## config.mk

```make
export PLATFORM = sky130hd
export DESIGN_NAME = aes_round_pipe
export DESIGN_NICKNAME = d
export VERILOG_FILES = /design/src/rtl/aes_pkg.sv /design/src/rtl/aes_mixcol.sv /design/src/rtl/aes_round_pipe.sv
export SDC_FILE = /design/constraint.sdc
export NUM_CORES = 1
export LEC_CHECK = 0
export CAP_MARGIN = 30
export CORE_UTILIZATION = 30
export DETAILED_ROUTE_END_ITERATION = 6
export MAX_ROUTING_LAYER = met4
export PLACE_DENSITY_LB_ADDON = 0.15
export SYNTH_ARGS = -nofsm -noshare
export SYNTH_HDL_FRONTEND = slang
export SYNTH_SLANG_ARGS = --single-unit
```

## constraint.sdc

```tcl
create_clock -name clk -period 4 [get_ports clk]
set_input_delay 0.6 -clock clk [delete_from_list [all_inputs] [get_ports clk]]
set_output_delay 0.6 -clock clk [all_outputs]
set_load 0.01 [all_outputs]
```

## src/rtl/aes_pkg.sv

```systemverilog
// aes_pkg
//   Shared AES round constants and GF(2^8) helpers.
//   - AES_POLY      : reduction polynomial x^8+x^4+x^3+x+1 (0x11B)
//   - MC_FWD_COEF   : MixColumns circulant row {02,03,01,01}
//   - MC_INV_COEF   : InvMixColumns circulant row {0E,0B,0D,09}
//   - xtime / gmul  : GF(2^8) doubling and general multiply
//   - mc_coef       : picks circulant coefficient k (mod 4) from a packed row
//   - byte_lsb      : bit offset of byte s(r,c) in the column-major 128-bit state
package aes_pkg;

  localparam logic [8:0]  AES_POLY    = 9'h11B;
  localparam logic [31:0] MC_FWD_COEF = 32'h02030101;
  localparam logic [31:0] MC_INV_COEF = 32'h0E0B0D09;

  function automatic logic [7:0] xtime(input logic [7:0] b);
    return {b[6:0], 1'b0} ^ (b[7] ? AES_POLY[7:0] : 8'h00);
  endfunction

  // Shift-and-add multiply; with a constant b this folds to a small XOR tree.
  function automatic logic [7:0] gmul(input logic [7:0] a, input logic [7:0] b);
    logic [7:0] p;
    logic [7:0] x;
    p = '0;
    x = a;
    for (int i = 0; i < 8; i++) begin
      if (b[i]) p = p ^ x;
      x = xtime(x);
    end
    return p;
  endfunction

  function automatic logic [7:0] mc_coef(input logic [31:0] coefs, input int k);
    int i;
    i = k & 3;
    return coefs[31-8*i -: 8];
  endfunction

  // s(0,0) sits in [127:120], s(1,0) in [119:112], ... s(3,3) in [7:0].
  function automatic int byte_lsb(input int r, input int c);
    return 120 - 8 * (4 * c + r);
  endfunction

endpackage

```

## src/rtl/aes_mixcol.sv

```systemverilog
// aes_mixcol
//   MixColumns on one 32-bit column ([31:24] = row 0).
//   Optional macro AES_ROUND_INV_EN adds the inv select (InvMixColumns);
//   without it only the forward matrix is built.
// Ports:
//   col_in  : input column
//   inv     : (AES_ROUND_INV_EN only) 1 = InvMixColumns
//   col_out : mixed column
module aes_mixcol
  import aes_pkg::*;
(
  input  logic [31:0] col_in,
`ifdef AES_ROUND_INV_EN
  input  logic        inv,
`endif
  output logic [31:0] col_out
);

  // Row r of the circulant: out_r = sum_j coef[(j - r) mod 4] * a_j.
  // Coefficients are always constants here so each gmul folds to XORs.
  function automatic logic [31:0] mix(input logic [31:0] col, input logic [31:0] coefs);
    logic [31:0] res;
    logic [7:0]  acc;
    res = '0;
    for (int r = 0; r < 4; r++) begin
      acc = '0;
      for (int j = 0; j < 4; j++) begin
        acc = acc ^ gmul(col[31-8*j -: 8], mc_coef(coefs, j - r));
      end
      res[31-8*r -: 8] = acc;
    end
    return res;
  endfunction

  logic [31:0] col_fwd;
  assign col_fwd = mix(col_in, MC_FWD_COEF);

`ifdef AES_ROUND_INV_EN
  logic [31:0] col_inv;
  assign col_inv = mix(col_in, MC_INV_COEF);
  assign col_out = inv ? col_inv : col_fwd;
`else
  assign col_out = col_fwd;
`endif

endmodule

```

## src/rtl/aes_round_pipe.sv

```systemverilog
// aes_round_pipe
//   Pipelined AES round: ShiftRows, MixColumns (skipped when last) and
//   AddRoundKey on a post-SubBytes 128-bit state, with a sideband tag.
//   Optional macro AES_ROUND_INV_EN enables the inverse round selected by
//   in_inv; when undefined in_inv is ignored and no inverse logic exists.
// Parameters:
//   PIPE_STAGES : register stages from accept to output (1..3)
//   TAG_W       : sideband tag width
// Ports:
//   clk, rst_n          : clock, synchronous active-low reset
//   in_valid/in_ready   : input handshake
//   in_state, in_key    : state and round key, column-major bytes
//   in_last, in_inv     : final round / inverse round
//   in_tag              : opaque tag returned with the result
//   out_valid/out_ready : output handshake
//   out_state, out_tag  : round result and its tag
//   occ                 : number of blocks held in the pipe
//
// Handshake: a block moves on a cycle where valid && ready are both high.
// All stages shift together when adv = out_ready || !out_valid; in_ready is
// adv, so it never depends on in_valid. Bubbles are not collapsed, and while
// out_valid && !out_ready every register holds.
//
// Stage split: the front half does ShiftRows + MixColumns (the inverse round
// also folds its key add in here, ahead of InvMixColumns); the back half adds
// the forward key. PIPE_STAGES=1 merges both halves into one register,
// PIPE_STAGES=3 adds an input register in front.
module aes_round_pipe
  import aes_pkg::*;
#(
  parameter int PIPE_STAGES = 2,
  parameter int TAG_W       = 4
) (
  input  logic                               clk,
  input  logic                               rst_n,
  input  logic                               in_valid,
  output logic                               in_ready,
  input  logic [127:0]                       in_state,
  input  logic [127:0]                       in_key,
  input  logic                               in_last,
  input  logic                               in_inv,
  input  logic [TAG_W-1:0]                   in_tag,
  output logic                               out_valid,
  input  logic                               out_ready,
  output logic [127:0]                       out_state,
  output logic [TAG_W-1:0]                   out_tag,
  output logic [$clog2(PIPE_STAGES+1)-1:0]   occ
);

  localparam int OCC_W = $clog2(PIPE_STAGES + 1);

  function automatic logic [127:0] shift_rows(input logic [127:0] s);
    logic [127:0] o;
    o = '0;
    for (int r = 0; r < 4; r++)
      for (int c = 0; c < 4; c++)
        o[byte_lsb(r, c) +: 8] = s[byte_lsb(r, (c + r) % 4) +: 8];
    return o;
  endfunction

`ifdef AES_ROUND_INV_EN
  function automatic logic [127:0] inv_shift_rows(input logic [127:0] s);
    logic [127:0] o;
    o = '0;
    for (int r = 0; r < 4; r++)
      for (int c = 0; c < 4; c++)
        o[byte_lsb(r, c) +: 8] = s[byte_lsb(r, (c - r + 4) % 4) +: 8];
    return o;
  endfunction
`endif

  logic adv;
  logic accept;
  logic emit;

  assign adv      = out_ready || !out_valid;
  assign in_ready = adv;
  assign accept   = in_valid && adv;
  assign emit     = out_valid && out_ready;

  // ---------------------------------------------------------------- front
  logic             src_valid;
  logic [127:0]     src_state;
  logic [127:0]     src_key;
  logic             src_last;
  logic [TAG_W-1:0] src_tag;
`ifdef AES_ROUND_INV_EN
  logic             src_inv;
`else
  logic             unused_inv;
  assign unused_inv = in_inv;
`endif

  if (PIPE_STAGES == 3) begin : g_in_reg
    logic             v_q;
    logic [127:0]     s_q;
    logic [127:0]     k_q;
    logic             l_q;
    logic [TAG_W-1:0] t_q;
    always_ff @(posedge clk) begin
      if (!rst_n) begin
        v_q <= 1'b0;
        s_q <= '0;
        k_q <= '0;
        l_q <= 1'b0;
        t_q <= '0;
      end else if (adv) begin
        v_q <= accept;
        s_q <= in_state;
        k_q <= in_key;
        l_q <= in_last;
        t_q <= in_tag;
      end
    end
    assign src_valid = v_q;
    assign src_state = s_q;
    assign src_key   = k_q;
    assign src_last  = l_q;
    assign src_tag   = t_q;
`ifdef AES_ROUND_INV_EN
    logic i_q;
    always_ff @(posedge clk) begin
      if (!rst_n)   i_q <= 1'b0;
      else if (adv) i_q <= in_inv;
    end
    assign src_inv = i_q;
`endif
  end else begin : g_in_pass
    assign src_valid = accept;
    assign src_state = in_state;
    assign src_key   = in_key;
    assign src_last  = in_last;
    assign src_tag   = in_tag;
`ifdef AES_ROUND_INV_EN
    assign src_inv   = in_inv;
`endif
  end

  logic [127:0] mc_in;
  logic [127:0] mc_out;
  logic [127:0] a_state;

  always_comb begin
    mc_in = shift_rows(src_state);
`ifdef AES_ROUND_INV_EN
    // Inverse round adds the key before InvMixColumns.
    if (src_inv) mc_in = inv_shift_rows(src_state) ^ src_key;
`endif
  end

  for (genvar c = 0; c < 4; c++) begin : g_mixcol
    aes_mixcol u_mixcol (
      .col_in  (mc_in[127-32*c -: 32]),
`ifdef AES_ROUND_INV_EN
      .inv     (src_inv),
`endif
      .col_out (mc_out[127-32*c -: 32])
    );
  end

  assign a_state = src_last ? mc_in : mc_out;

  // ---------------------------------------------------------------- middle
  logic             mid_valid;
  logic [127:0]     mid_state;
  logic [127:0]     mid_key;
  logic [TAG_W-1:0] mid_tag;
`ifdef AES_ROUND_INV_EN
  logic             mid_inv;
`endif

  if (PIPE_STAGES == 1) begin : g_mid_pass
    assign mid_valid = src_valid;
    assign mid_state = a_state;
    assign mid_key   = src_key;
    assign mid_tag   = src_tag;
`ifdef AES_ROUND_INV_EN
    assign mid_inv   = src_inv;
`endif
  end else begin : g_mid_reg
    logic             v_q;
    logic [127:0]     s_q;
    logic [127:0]     k_q;
    logic [TAG_W-1:0] t_q;
    always_ff @(posedge clk) begin
      if (!rst_n) begin
        v_q <= 1'b0;
        s_q <= '0;
        k_q <= '0;
        t_q <= '0;
      end else if (adv) begin
        v_q <= src_valid;
        s_q <= a_state;
        k_q <= src_key;
        t_q <= src_tag;
      end
    end
    assign mid_valid = v_q;
    assign mid_state = s_q;
    assign mid_key   = k_q;
    assign mid_tag   = t_q;
`ifdef AES_ROUND_INV_EN
    logic i_q;
    always_ff @(posedge clk) begin
      if (!rst_n)   i_q <= 1'b0;
      else if (adv) i_q <= src_inv;
    end
    assign mid_inv = i_q;
`endif
  end

  // ---------------------------------------------------------------- back
  logic [127:0] b_state;

  always_comb begin
    b_state = mid_state ^ mid_key;
`ifdef AES_ROUND_INV_EN
    // Inverse key was already added in the front half.
    if (mid_inv) b_state = mid_state;
`endif
  end

  always_ff @(posedge clk) begin
    if (!rst_n) begin
      out_valid <= 1'b0;
      out_state <= '0;
      out_tag   <= '0;
    end else if (adv) begin
      out_valid <= mid_valid;
      out_state <= b_state;
      out_tag   <= mid_tag;
    end
  end

  always_ff @(posedge clk) begin
    if (!rst_n)                occ <= '0;
    else if (accept && !emit)  occ <= occ + OCC_W'(1);
    else if (!accept && emit)  occ <= occ - OCC_W'(1);
  end

endmodule
```

==> run_results.csv <==
group,metric,value,unit
setup_path,slowest_delay,0.62,ns
route,first_pass_iters,5,
synthesis,synth_top_flop_cell,"dfxtp_1",
timing,fin_ws,1.231,ns
timing,slew_violations,0,
setup_path,start_kind,"input port",
layout,final.fill_count,6615,
synthesis,syn_area_per_cell,8.973,sq um
die,die-area,67610,sq um
cts,post-cts-setup-buffers,0,
cts,cts.sinks,396,
cts,clock_latency,0.58,ns
synthesis,syn_area,19970,sq um
cts,numCtsBuffers,48,
timing,timing.hold.ws,0.4526,ns
timing,fin_crit_sh,69.23,%
layout,drive_gt1_share,4.687,%
setup_path,worst-path-buf-inv,3,
flow_run,max-cap-violations,0,
setup_path,worst-r2r-cell-count,6,
timing,final.min_clock_period,2.769,ns
grt,grt.total_usage,18.33,%
route,vias,16246,
cts,cts_hold_buf,0,
synthesis,ys_warn_count,0,
timing,max-slew-margin-rel,31.93,%
synthesis,async_flop_share,0,%
synthesis,yosysSeqAreaShare,39.69,%
cts,cts_root_buf,"clkbuf_16",
timing,rsz0062_at_grt,"no",
layout,synthToLayoutAreaGrowth,30.83,%
grt,grt-ovfl-total,0,
die,core_region_area,65860,sq um
setup_path,cp.arrival,2.17,ns
die,die_w,260.0,microns
synthesis,synthCells,2226,
cts,clk_path_buf_depth,3,
setup_path,path_cells,"clkdlybuf4s50_1 > nor2b_4 > inv_8 > clkdlybuf4s50_1",
outcome,outcome,"completed",
synthesis,synth.distinct_cells,35,
timing,tightest_slew,1.021,ns
grt,grt_pass1_wl,94820,microns
setup_path,r2r-start,"out_valid",
synthesis,syn_nets,2493,
worst_hold_path,hp-start,"out_tag[1]",
pwr,p_per_area,449.1,nW/um^2
grt,grt_max_degree,197,
die,start_util,30.32,%
setup_path,cp.required,3.40,ns
route,drc_errors,0,
timing,final-hold-violation-count,0,
setup_path,r2r-end,"g_mid_reg.s_q[68]",
die,io_pins,402,
route,viasPerCell,4.766,
setup_path,cpLargestDelayFamily,"buffers and inverters",
route,wire_per_inst,18.16,microns
pwr,max-vdd-ir-drop,258.7,uV
placed_design,post-place-ws,1.181,ns
worst_hold_path,min_path_cells,2,
cts,clk_pin_slew,0.06,ns
setup_path,critical_path_class,"in -> out",
route,detail-route-antenna-nets,0,
timing,setup_violations,0,
timing,tns,0,ns
synthesis,synth_edf_count,0,
grt,grt_pass1_vias,15872,
die,fp-row-count,94,
layout,final_common_cell,"clkdlybuf4s50_1",
setup_path,timing.reg2reg.setup_slack,1.86,ns
placed_design,dpl.hpwl,41760,microns
die,die_h,260.0,microns
setup_path,critical_path.max_fanout,68,
worst_hold_path,hold_class,"reg -> reg",
placed_design,place.gp.congestion,0.7690,
worst_hold_path,min_to,"out_tag[1]",
setup_path,crit_top_cell,"clkdlybuf4s50_1",
layout,nets,2772,
cts,cts_resized,0,
route,routed_wl,61920,microns
timing,fin_skew,0.01069,ns
route,drt_iter0_drc,940,
cts,cts_tree,"built",
grt,antenna_found_initial,6,
setup_path,cp-end-kind,"output port",
placed_design,port_buffers,400,
setup_path,slowest_stage,"clkdlybuf4s50_1",
pwr,power.leakage,0.01004,uW
layout,final_cell_mix,"398 x clkdlybuf4s50_1, 396 x dfxtp_1, 352 x xnor2_1",
synthesis,synth_seq_cells,396,
cts,htree_levels,2,
timing,clock.fmax,361.1,MHz
## cells by family (layout without fill, tap and decap cells)
family,Yosys count,after routing,share of synthesized area (%)
buffers and inverters,191,504,4.241
AO/OA/AOI/OAI,577,577,17.68
XOR/XNOR,507,507,25.61
other,0,6,0
flip-flops,396,396,39.69
multiplexers,23,23,1.153
AND/OR/NAND/NOR,531,531,11.56
adder cells (fa/ha/maj),1,1,0.06263
## final cells by class
cell class | count | area (sq um) | share of cell area, %
flip-flops and latches | 396 | 7928 | 30.34
clock inverters | 19 | 230.2 | 0.8810
inverters | 3 | 26.28 | 0.1006
clock buffers | 65 | 1406 | 5.382
well taps | 864 | 1081 | 4.137
repair buffers | 417 | 4225 | 16.17
multi-input cells | 1639 | 11220 | 42.94
diodes | 6 | 15.01 | 0.05746
## flip-flops by register name, summed over array words and instances, names as in the netlist
signal / cells
g_mid_reg.v_q: 1
g_mid_reg.t_q: 4
g_mid_reg.s_q: 128
out_tag: 4
g_mid_reg.k_q: 128
occ: 2
out_valid: 1
out_state: 128
## worst register-to-register path, stage by stage, from the launching register on
cell      delay (ns)
dfxtp_1         0.32
nor2b_4         0.17
inv_8           0.32
buf_12          0.50
nand3b_1        0.49
o211ai_1        0.14
a21oi_1         0.06
## cells in the mapped netlist, types with 2 or more instances
cell type,count,area [sq um]
buf_2,82,410.4
xnor2_1,352,3083
a211oi_1,128,960.9
buf_4,5,37.54
inv_2,2,7.510
nor2b_1,9,56.30
xnor2_2,4,65.06
a21oi_1,263,1316
nor2_1,140,525.5
nand3_1,36,180.2
xor2_1,102,893.4
nand2_1,276,1036
mux2i_1,23,230.2
o211ai_1,48,360.4
buf_1,16,60.06
nand3b_1,57,427.9
o21ai_1,20,100.1
xnor3_1,34,765.7
dfxtp_1,396,7928
a21o_1,18,135.1
o21ai_0,61,305.3
o211a_1,29,290.3
xor2_2,8,130.1
clkbuf_1,83,311.6
or3_1,11,68.82
a31oi_1,10,62.56
xor3_1,4,95.09
xnor2_4,2,55.05
## per-stage QoR
| stage | instance area, sq um | cells | util [%] | total power [uW] |
|---|---|---|---|---|
| floorplan | 19970 | 2226 | - | 6258 |
| global placement | 24450 | 3318 | 37.13 | 7275 |
| detailed placement | 24450 | 3318 | 37.13 | 7300 |
| CTS | 26090 | 3402 | 39.61 | 11910 |
| global route | 26130 | 3409 | 39.68 | 12310 |
| finish | 26130 | 3409 | 39.68 | 11740 |
## power breakdown
group	internal (uW)	switching [uW]
clock	2770	1770
combinational	1390	1150
sequential	4350	307
total	8520	3220
## routing by layer
layer / track usage (%) / up-vias / part of all wire [%]
met4: 4.739 / 0 / 1.9
met3: 3.674 / 68 / 4.9
met2: 29.00 / 306 / 47
met1: 23.71 / 7707 / 46
li1: - / 8165 / -
met5: - / - / 0
## how the worst max path moves through the flow
| stage | from | endpoint | slack, ns | cells past startpoint |
|---|---|---|---|---|
| 2_1_floorplan | out_ready | occ[1] | 1.93 | 9 |
| 3_3_place_gp | out_ready | g_mid_reg.s_q[11] | 1.22 | 7 |
| 5_1_grt | out_ready | in_ready | 1.17 | 4 |
| 4_1_cts | out_ready | in_ready | 1.22 | 4 |
| 3_5_place_dp | out_ready | g_mid_reg.s_q[91] | 1.18 | 7 |
| 6_report | out_ready | in_ready | 1.23 | 4 |
No activity file was read; power rests on OpenSTA's default activity.
